File: src/rtl/uart_tx_fifo_feeder.sv
// Circular byte FIFO feeding a UART transmitter, launching one word per frame paced by TX_BUSY.
// Optional UART_TX_FIFO_LEVEL_EN adds the FIFO_LEVEL occupancy output.
module uart_tx_fifo_feeder #(
    parameter int unsigned DATA_WIDTH = 8,
    parameter int unsigned ADDR_WIDTH = 3
) (
    input  logic                  CLK,
    input  logic                  RST,
    input  logic [DATA_WIDTH-1:0] WR_DATA,
    input  logic                  WR_VALID,
    output logic                  WR_READY,
    output logic [DATA_WIDTH-1:0] TX_P_DATA,
    output logic                  TX_DATA_VALID,
    input  logic                  TX_BUSY,
    output logic                  FIFO_EMPTY,
    output logic                  FIFO_FULL
`ifdef UART_TX_FIFO_LEVEL_EN
    ,
    output logic [ADDR_WIDTH:0]   FIFO_LEVEL
`endif
);

    localparam int unsigned DEPTH = 1 << ADDR_WIDTH;
    localparam logic [ADDR_WIDTH:0] FULL_COUNT = (ADDR_WIDTH+1)'(DEPTH);

    typedef enum logic [1:0] {
        IDLE,
        LAUNCH,
        WAIT_BUSY,
        WAIT_DONE
    } state_t;

    state_t                  state, state_next;
    logic                    wait_cnt, wait_cnt_next;
    logic [DATA_WIDTH-1:0]   mem [DEPTH];
    logic [ADDR_WIDTH-1:0]   wr_ptr, rd_ptr;
    logic [ADDR_WIDTH:0]     count, count_next;
    logic                    wr_en, rd_en;

    assign WR_READY = !FIFO_FULL;
    assign wr_en    = WR_VALID && !FIFO_FULL;

    always_ff @(posedge CLK or posedge RST) begin
        if (RST) begin
            state    <= IDLE;
            wait_cnt <= 1'b0;
        end else begin
            state    <= state_next;
            wait_cnt <= wait_cnt_next;
        end
    end

    // A launch that never raises TX_BUSY within two cycles is dropped, not retried.
    always_comb begin
        state_next    = state;
        wait_cnt_next = wait_cnt;
        rd_en         = 1'b0;
        case (state)
            IDLE: begin
                if (!FIFO_EMPTY && !TX_BUSY) begin
                    rd_en      = 1'b1;
                    state_next = LAUNCH;
                end
            end
            LAUNCH: begin
                wait_cnt_next = 1'b0;
                state_next    = WAIT_BUSY;
            end
            WAIT_BUSY: begin
                if (TX_BUSY) begin
                    state_next = WAIT_DONE;
                end else if (wait_cnt) begin
                    state_next = IDLE;
                end else begin
                    wait_cnt_next = 1'b1;
                end
            end
            WAIT_DONE: begin
                if (!TX_BUSY) state_next = IDLE;
            end
            default: state_next = IDLE;
        endcase
    end

    always_comb begin
        count_next = count + (ADDR_WIDTH+1)'(wr_en) - (ADDR_WIDTH+1)'(rd_en);
    end

    // Storage is intentionally left out of reset.
    always_ff @(posedge CLK) begin
        if (wr_en) mem[wr_ptr] <= WR_DATA;
    end

    always_ff @(posedge CLK or posedge RST) begin
        if (RST) begin
            wr_ptr        <= '0;
            rd_ptr        <= '0;
            count         <= '0;
            FIFO_EMPTY    <= 1'b1;
            FIFO_FULL     <= 1'b0;
            TX_DATA_VALID <= 1'b0;
            TX_P_DATA     <= '0;
        end else begin
            if (wr_en) wr_ptr <= wr_ptr + ADDR_WIDTH'(1);
            if (rd_en) begin
                rd_ptr    <= rd_ptr + ADDR_WIDTH'(1);
                TX_P_DATA <= mem[rd_ptr];
            end
            TX_DATA_VALID <= rd_en;
            count         <= count_next;
            FIFO_EMPTY    <= (count_next == '0);
            FIFO_FULL     <= (count_next == FULL_COUNT);
        end
    end

`ifdef UART_TX_FIFO_LEVEL_EN
    assign FIFO_LEVEL = count;
`endif

endmodule

File: config.mk
export PLATFORM = sky130hd
export DESIGN_NAME = uart_tx_fifo_feeder
export DESIGN_NICKNAME = d
export VERILOG_FILES = /design/src/rtl/uart_tx_fifo_feeder.sv
export SDC_FILE = /design/constraint.sdc
export NUM_CORES = 1
export LEC_CHECK = 0
export CAP_MARGIN = 30
export CORE_MARGIN = 8
export CORE_UTILIZATION = 39
export CTS_BUF_LIST = sky130_fd_sc_hd__clkbuf_4 sky130_fd_sc_hd__clkbuf_8 sky130_fd_sc_hd__clkbuf_16
export DETAILED_ROUTE_END_ITERATION = 8
export GPL_TIMING_DRIVEN = 0
export MAX_ROUTING_LAYER = met4
export PLACE_DENSITY = 0.63
export REMOVE_ABC_BUFFERS = 1
export SLEW_MARGIN = 20
export SYNTH_ARGS = -nofsm -noshare
export SYNTH_HDL_FRONTEND = slang
export SYNTH_SLANG_ARGS = --single-unit
File: constraint.sdc
create_clock -name CLK -period 6.46 [get_ports CLK]
set_clock_uncertainty 0.15 [all_clocks]
set_input_delay 1.292 -clock CLK [delete_from_list [all_inputs] [get_ports CLK]]
set_output_delay 1.292 -clock CLK [all_outputs]
set_load 0.01 [all_outputs]
Word level (Yosys, flattened, before mapping)
Memories as Yosys holds them, arrays and structs flattened. A register that Yosys moved wholly into a read port is not among the register bits.
Index checks and enable logic that the tools add are counted.

word-level totals
  flip-flop bits (word level) = 16
  memory bits (writable) = 64
  bits of input ports = 12
  output and inout bits = 12
  word-level logic and storage cells = 42
  memories = 1

memory list
  memory  words  bits a word  read ports  clocked after memory_dff  write ports  line  source
  mem     8      8            1           1                         1            35    logic [DATA_WIDTH-1:0] mem [DEPTH];

cells by class
  add/subtract/negate cells = 4
  eq/ne operators = 8
  muxes and demuxes = 11
  reductions and logical operators = 10

operator list
  cell                 number
  $mux 2               4
  $pmux 2 s4           1
  $add 3x1->3 const B  2
  $ne 2x2->1 const B   3
  $mux 1               5
  $add 4x1->4          1
  $eq 2x2->1 const B   2
  $eq 4x4->1 const B   1
  $logic_not 4->1      1
  $sub 4x1->4          1
  $logic_not 1->1      3
  $ne 3x3->1 const B   1
  $reduce_and 3->1     1
  $eq 2x1->1 const B   1
  $logic_and 1x1->1    2
  $logic_not 2->1      1
  $pmux 1 s2           1
  $reduce_and 2->1     1
  $reduce_bool 2->1    1

Logic depth before layout (Yosys ltp)
Gate-level depths: netlist of run 1.

  depth after elaboration = 6
  mapped depth = 12
  gate-level depth less buffers = 11

Worst setup path before layout of run 1
No wires, ideal clock.

  path type = input to register
  from = input TX_BUSY
  to = register FIFO_FULL
  setup time = 0.073 ns
  data arrival time = 3.089 ns
  required time = 6.237 ns
  slack = 3.148 ns
  stages on the path = 12
  path buffers = 1
  cell sequence = nor2_1 nand2_1 inv_2 buf_4 ha_1 inv_1 ha_1 inv_1 fa_1 inv_1 or3_1 nor2b_1

on the way
  longest elaborated chain between the ends = 6

ends and longest elaborated chain
  item                     line  source
  start: declaration       14    input logic TX_BUSY,
  $logic_not 1->1          n/a
  $logic_and 1x1->1        60    if (!FIFO_EMPTY && !TX_BUSY) begin
  $mux 1                   60
  $mux 1                   58    case (state)
  named net rd_en          38    logic wr_en, rd_en;
  $sub 4x1->4              86    count_next = count + (ADDR_WIDTH+1)'(wr_en) - (ADDR_WIDTH+1)'(rd_en);
  named net count_next[1]  37    logic [ADDR_WIDTH:0] count, count_next;
  $eq 4x4->1               112   FIFO_FULL <= (count_next == FULL_COUNT);
  end signal: assignment   112
  end: declaration         16    output logic FIFO_FULL

The timed path passes the listed nets, and every way through them passes these cells.
A chain may end at the register's enable or synchronous reset.

Worst setup path in the final report of run 1
  from = input TX_BUSY
  to = register FIFO_FULL

on the way
  longest elaborated chain between the ends = 6

ends and longest elaborated chain
  item                     line
  $logic_not 1->1          n/a
  $logic_and 1x1->1        60
  $mux 1                   60
  $mux 1                   58
  $sub 4x1->4              86
  named net count_next[1]  37
  $eq 4x4->1               112

The timed path passes the listed nets, and every way through them passes these cells.

==> results.json, run 1 <==
{
  "status": "complete, no violations",
  "crit_required_ns": 6.60,
  "min_period_over_period": 0.619,
  "power.share.sequential": 0.465,
  "cp-end-kind": "flip-flop",
  "drtIter0Drc": 78,
  "cts_resized": 0,
  "num_io_pins": 24,
  "cts_sinks": 88,
  "p_leak_uw": 0.00159,
  "setup_slack_ns": 2.46,
  "dp_slack_ns": 2.05,
  "slew_violations": 0,
  "finalNetCount": 283,
  "die_h_um": 111,
  "critPathArrivalTime_ns": 4.13,
  "first_global_vias": 1840,
  "synth.distinct_cells": 30,
  "worstRegToRegCells": 11,
  "dieArea_um2": 12400,
  "synthCells": 234,
  "wl_per_cell_um": 16.9,
  "place_congestion": 0.713,
  "finalNonFillerCells": 377,
  "synth_top_area_share": 0.543,
  "dpl.cell_count": 358,
  "vias": 1876,
  "yosys.area.top_type": "edfxtp_1",
  "ir_drop_mv": 0.122,
  "p_per_area_nw_per_um2": 432,
  "numCtsBuffers": 9,
  "via_per_inst": 4.98,
  "grt_max_degree": 25,
  "root_buffer": "clkbuf_8",
  "cp_max_fo": 13,
  "worstHoldPathType": "flip-flop to flip-flop",
  "insertedDiodeCount": 0,
  "tns_ns": 0,
  "dp_hpwl_um": 4010,
  "tightest_slew_ns": 1.02,
  "postCtsSetupRepairBufs": 0,
  "hold_depth": 2,
  "ys_seq_elements": 88,
  "cts_max_path_buffers": 2,
  "synth_flop_cell": "edfxtp_1",
  "ys_warn_count": 0,
  "synth-seq-area-share": 0.712,
  "drive_above_1_share": 0.100,
  "worst-r2r-setup-slack_ns": 3.41,
  "hold_viol": 0,
  "pwr-share-comb": 0.314,
  "syn2layout_area_growth_pct": 15.8,
  "p_int_uw": 1200,
  "cts_hold_buffers": 0,
  "port_buffers": 23,
  "drv_cap": 0,
  "worst_setup_path_start_kind": "primary input",
  "cts_tree": "built",
  "async_flop_share": 0.273,
  "criticalPathCategory": "primary input to flip-flop",
  "synthTopCellsByArea": "edfxtp_1 54%, dfrtp_1 16%, mux2i_1 9.0%, a22oi_1 3.4%, nand2_1 2.8%",
  "period_needed_ns": 4.00,
  "firstDrtPassIters": 4,
  "path_clk_slew_ns": 0.09,
  "synth_area_um2": 3540,
  "syn_area_per_cell_um2": 15.1,
  "wl_um": 6390,
  "swShare": 0.322,
  "grt_pass1_wl_um": 9890,
  "route.detailed.drc": 0,
  "core-area_um2": 8760,
  "h-tree-depth": 3,
  "grt_setup_unrepaired": "false",
  "grt_overflow": 0,
  "num_rows": 34,
  "synth_edf_count": 64,
  "grt_usage": 0.108,
  "pwr-share-clk": 0.220,
  "die_w_um": 111,
  "clk_latency_ns": 0.35,
  "slew_headroom": 0.317,
  "fmax_mhz": 250,
  "ant_nets": 0,
  "power.switching_uw": 570,
  "setup_violations": 0,
  "initial_core_util": 0.404,
  "antenna_found_initial": 0
}
==> per-stage QoR <==
stage               hold slack [ns]  utilization  total power (uW)  instance area [um^2]
CTS                           0.336        0.466              1790                  4080
finish                        0.328        0.468              1770                  4100
global placement              0.311        0.436              1370                  3820
global route                  0.369        0.468              1890                  4100
detailed placement            0.318        0.441              1400                  3870
floorplan                     0.317            -              1200                  3450
==> power by group through the flow <==
stage          clock network, uW  logic (uW)  registers (uW)
6_report                     390         557             824
4_1_cts                      401         560             826
3_3_place_gp                   0         506             865
3_5_place_dp                   0         559             839
2_1_floorplan                  0         339             856
5_1_grt                      421         627             841
==> critical path, stage by stage <==
cell and delay, ns:
clkdlybuf4s50_1 0.44, nor2_1 0.13, nand2_1 0.33, inv_2 0.37
ha_1 0.29, inv_1 0.05, ha_1 0.15, inv_1 0.05
fa_1 0.48, inv_1 0.06, or3_1 0.37, nor2b_1 0.12
==> cell usage in the layout, fill, tap and decap left out <==
cell,synthesis,final
nor3_2,0,2
a22oi_1,16,16
clkdlybuf4s50_1,0,23
buf_8,0,1
ha_1,6,6
xor2_1,2,2
nand3_1,8,8
fa_1,1,1
mux2_1,1,1
and2_1,1,1
dfstp_2,1,1
inv_6,0,1
clkinv_2,0,2
nor2_1,13,13
a21o_1,1,1
dfrtp_1,23,22
a21oi_1,2,2
mux2i_1,32,32
o21ai_1,1,1
nor2b_1,3,3
nand2_1,26,26
inv_2,2,2
clkbuf_16,0,2
nand2b_1,3,3
or3_1,1,1
o21ai_0,1,1
dfrtp_2,0,1
xnor2_1,5,5
clkbuf_4,0,1
inv_1,9,9
buf_12,2,1
edfxtp_1,64,64
and2b_1,1,1
clkbuf_8,0,10
buf_4,1,3
==> cell type report <==
type,instances,area [um^2]
clock buffer,13,195
clock inverter,3,18.8
fill,785,4660
inverter,11,41.3
multi-input combinational,126,900
sequential,88,2520
tap,108,135
timing repair buffer,28,288
==> metal layers <==
layer  GRT usage  share of wire
met5           -              0
met4      0.0640          0.021
met3      0.0206          0.032
met2       0.173           0.51
met1       0.124           0.44
==> synth_stat cells, types with 2 or more instances <==
master and n:
a22oi_1 16, nor2_1 13, nand2_1 26, edfxtp_1 64
buf_12 2, mux2i_1 32, a21oi_1 2, nor3_1 2
buf_2 2, inv_2 2, buf_6 2, nor2b_1 3
xnor2_1 5, nand3_1 8, nand2b_1 3, xor2_1 2
clkbuf_1 2, ha_1 6, inv_1 9, dfrtp_1 23
==> sequential cells by signal, indices dropped and copies added, names as in the netlist <==
register       count
state              2
mem               64
wait_cnt           1
TX_P_DATA          8
wr_ptr             3
FIFO_EMPTY         1
count              4
TX_DATA_VALID      1
FIFO_FULL          1
rd_ptr             3
==> final timing paths <==
kind	end	from
min reg2reg	TX_P_DATA[1]	TX_P_DATA[1]
min in group asynchronous	state[1]	RST
max in group asynchronous	rd_ptr[0]	RST
max	FIFO_FULL	TX_BUSY
min	TX_P_DATA[1]	TX_P_DATA[1]
max reg2reg	FIFO_FULL	FIFO_EMPTY
==> cells by family (layout without fill, tap and decap cells) <==
kind of cell    after synthesis  after routing  synth area share
fa+ha+maj                     7              7            0.0268
mux                          33             33            0.0936
flops                        88             88             0.712
compound gates               21             21            0.0417
buf+inv                      20             55            0.0364
xor+xnor                      7              7            0.0173
simple gates                 58             58            0.0717
(Power assumes the default switching activity.)
==> run 2: changes to the inputs <==
clock period = 3.8 ns   (was 6.46 ns; I/O delays follow)
==> results of run 2 <==
The final DEF is identical to that of run 1. Status: complete, no violations.
Among the figures that moved: setup slack after placement 2.05 ns -> -0.0766 ns; setup slack after layout 2.46 ns -> 0.334 ns; register-to-register setup slack 3.41 ns -> 0.75 ns; total power 1770 uW -> 3010 uW; worst IR drop on VDD 0.122 mV -> 0.207 mV
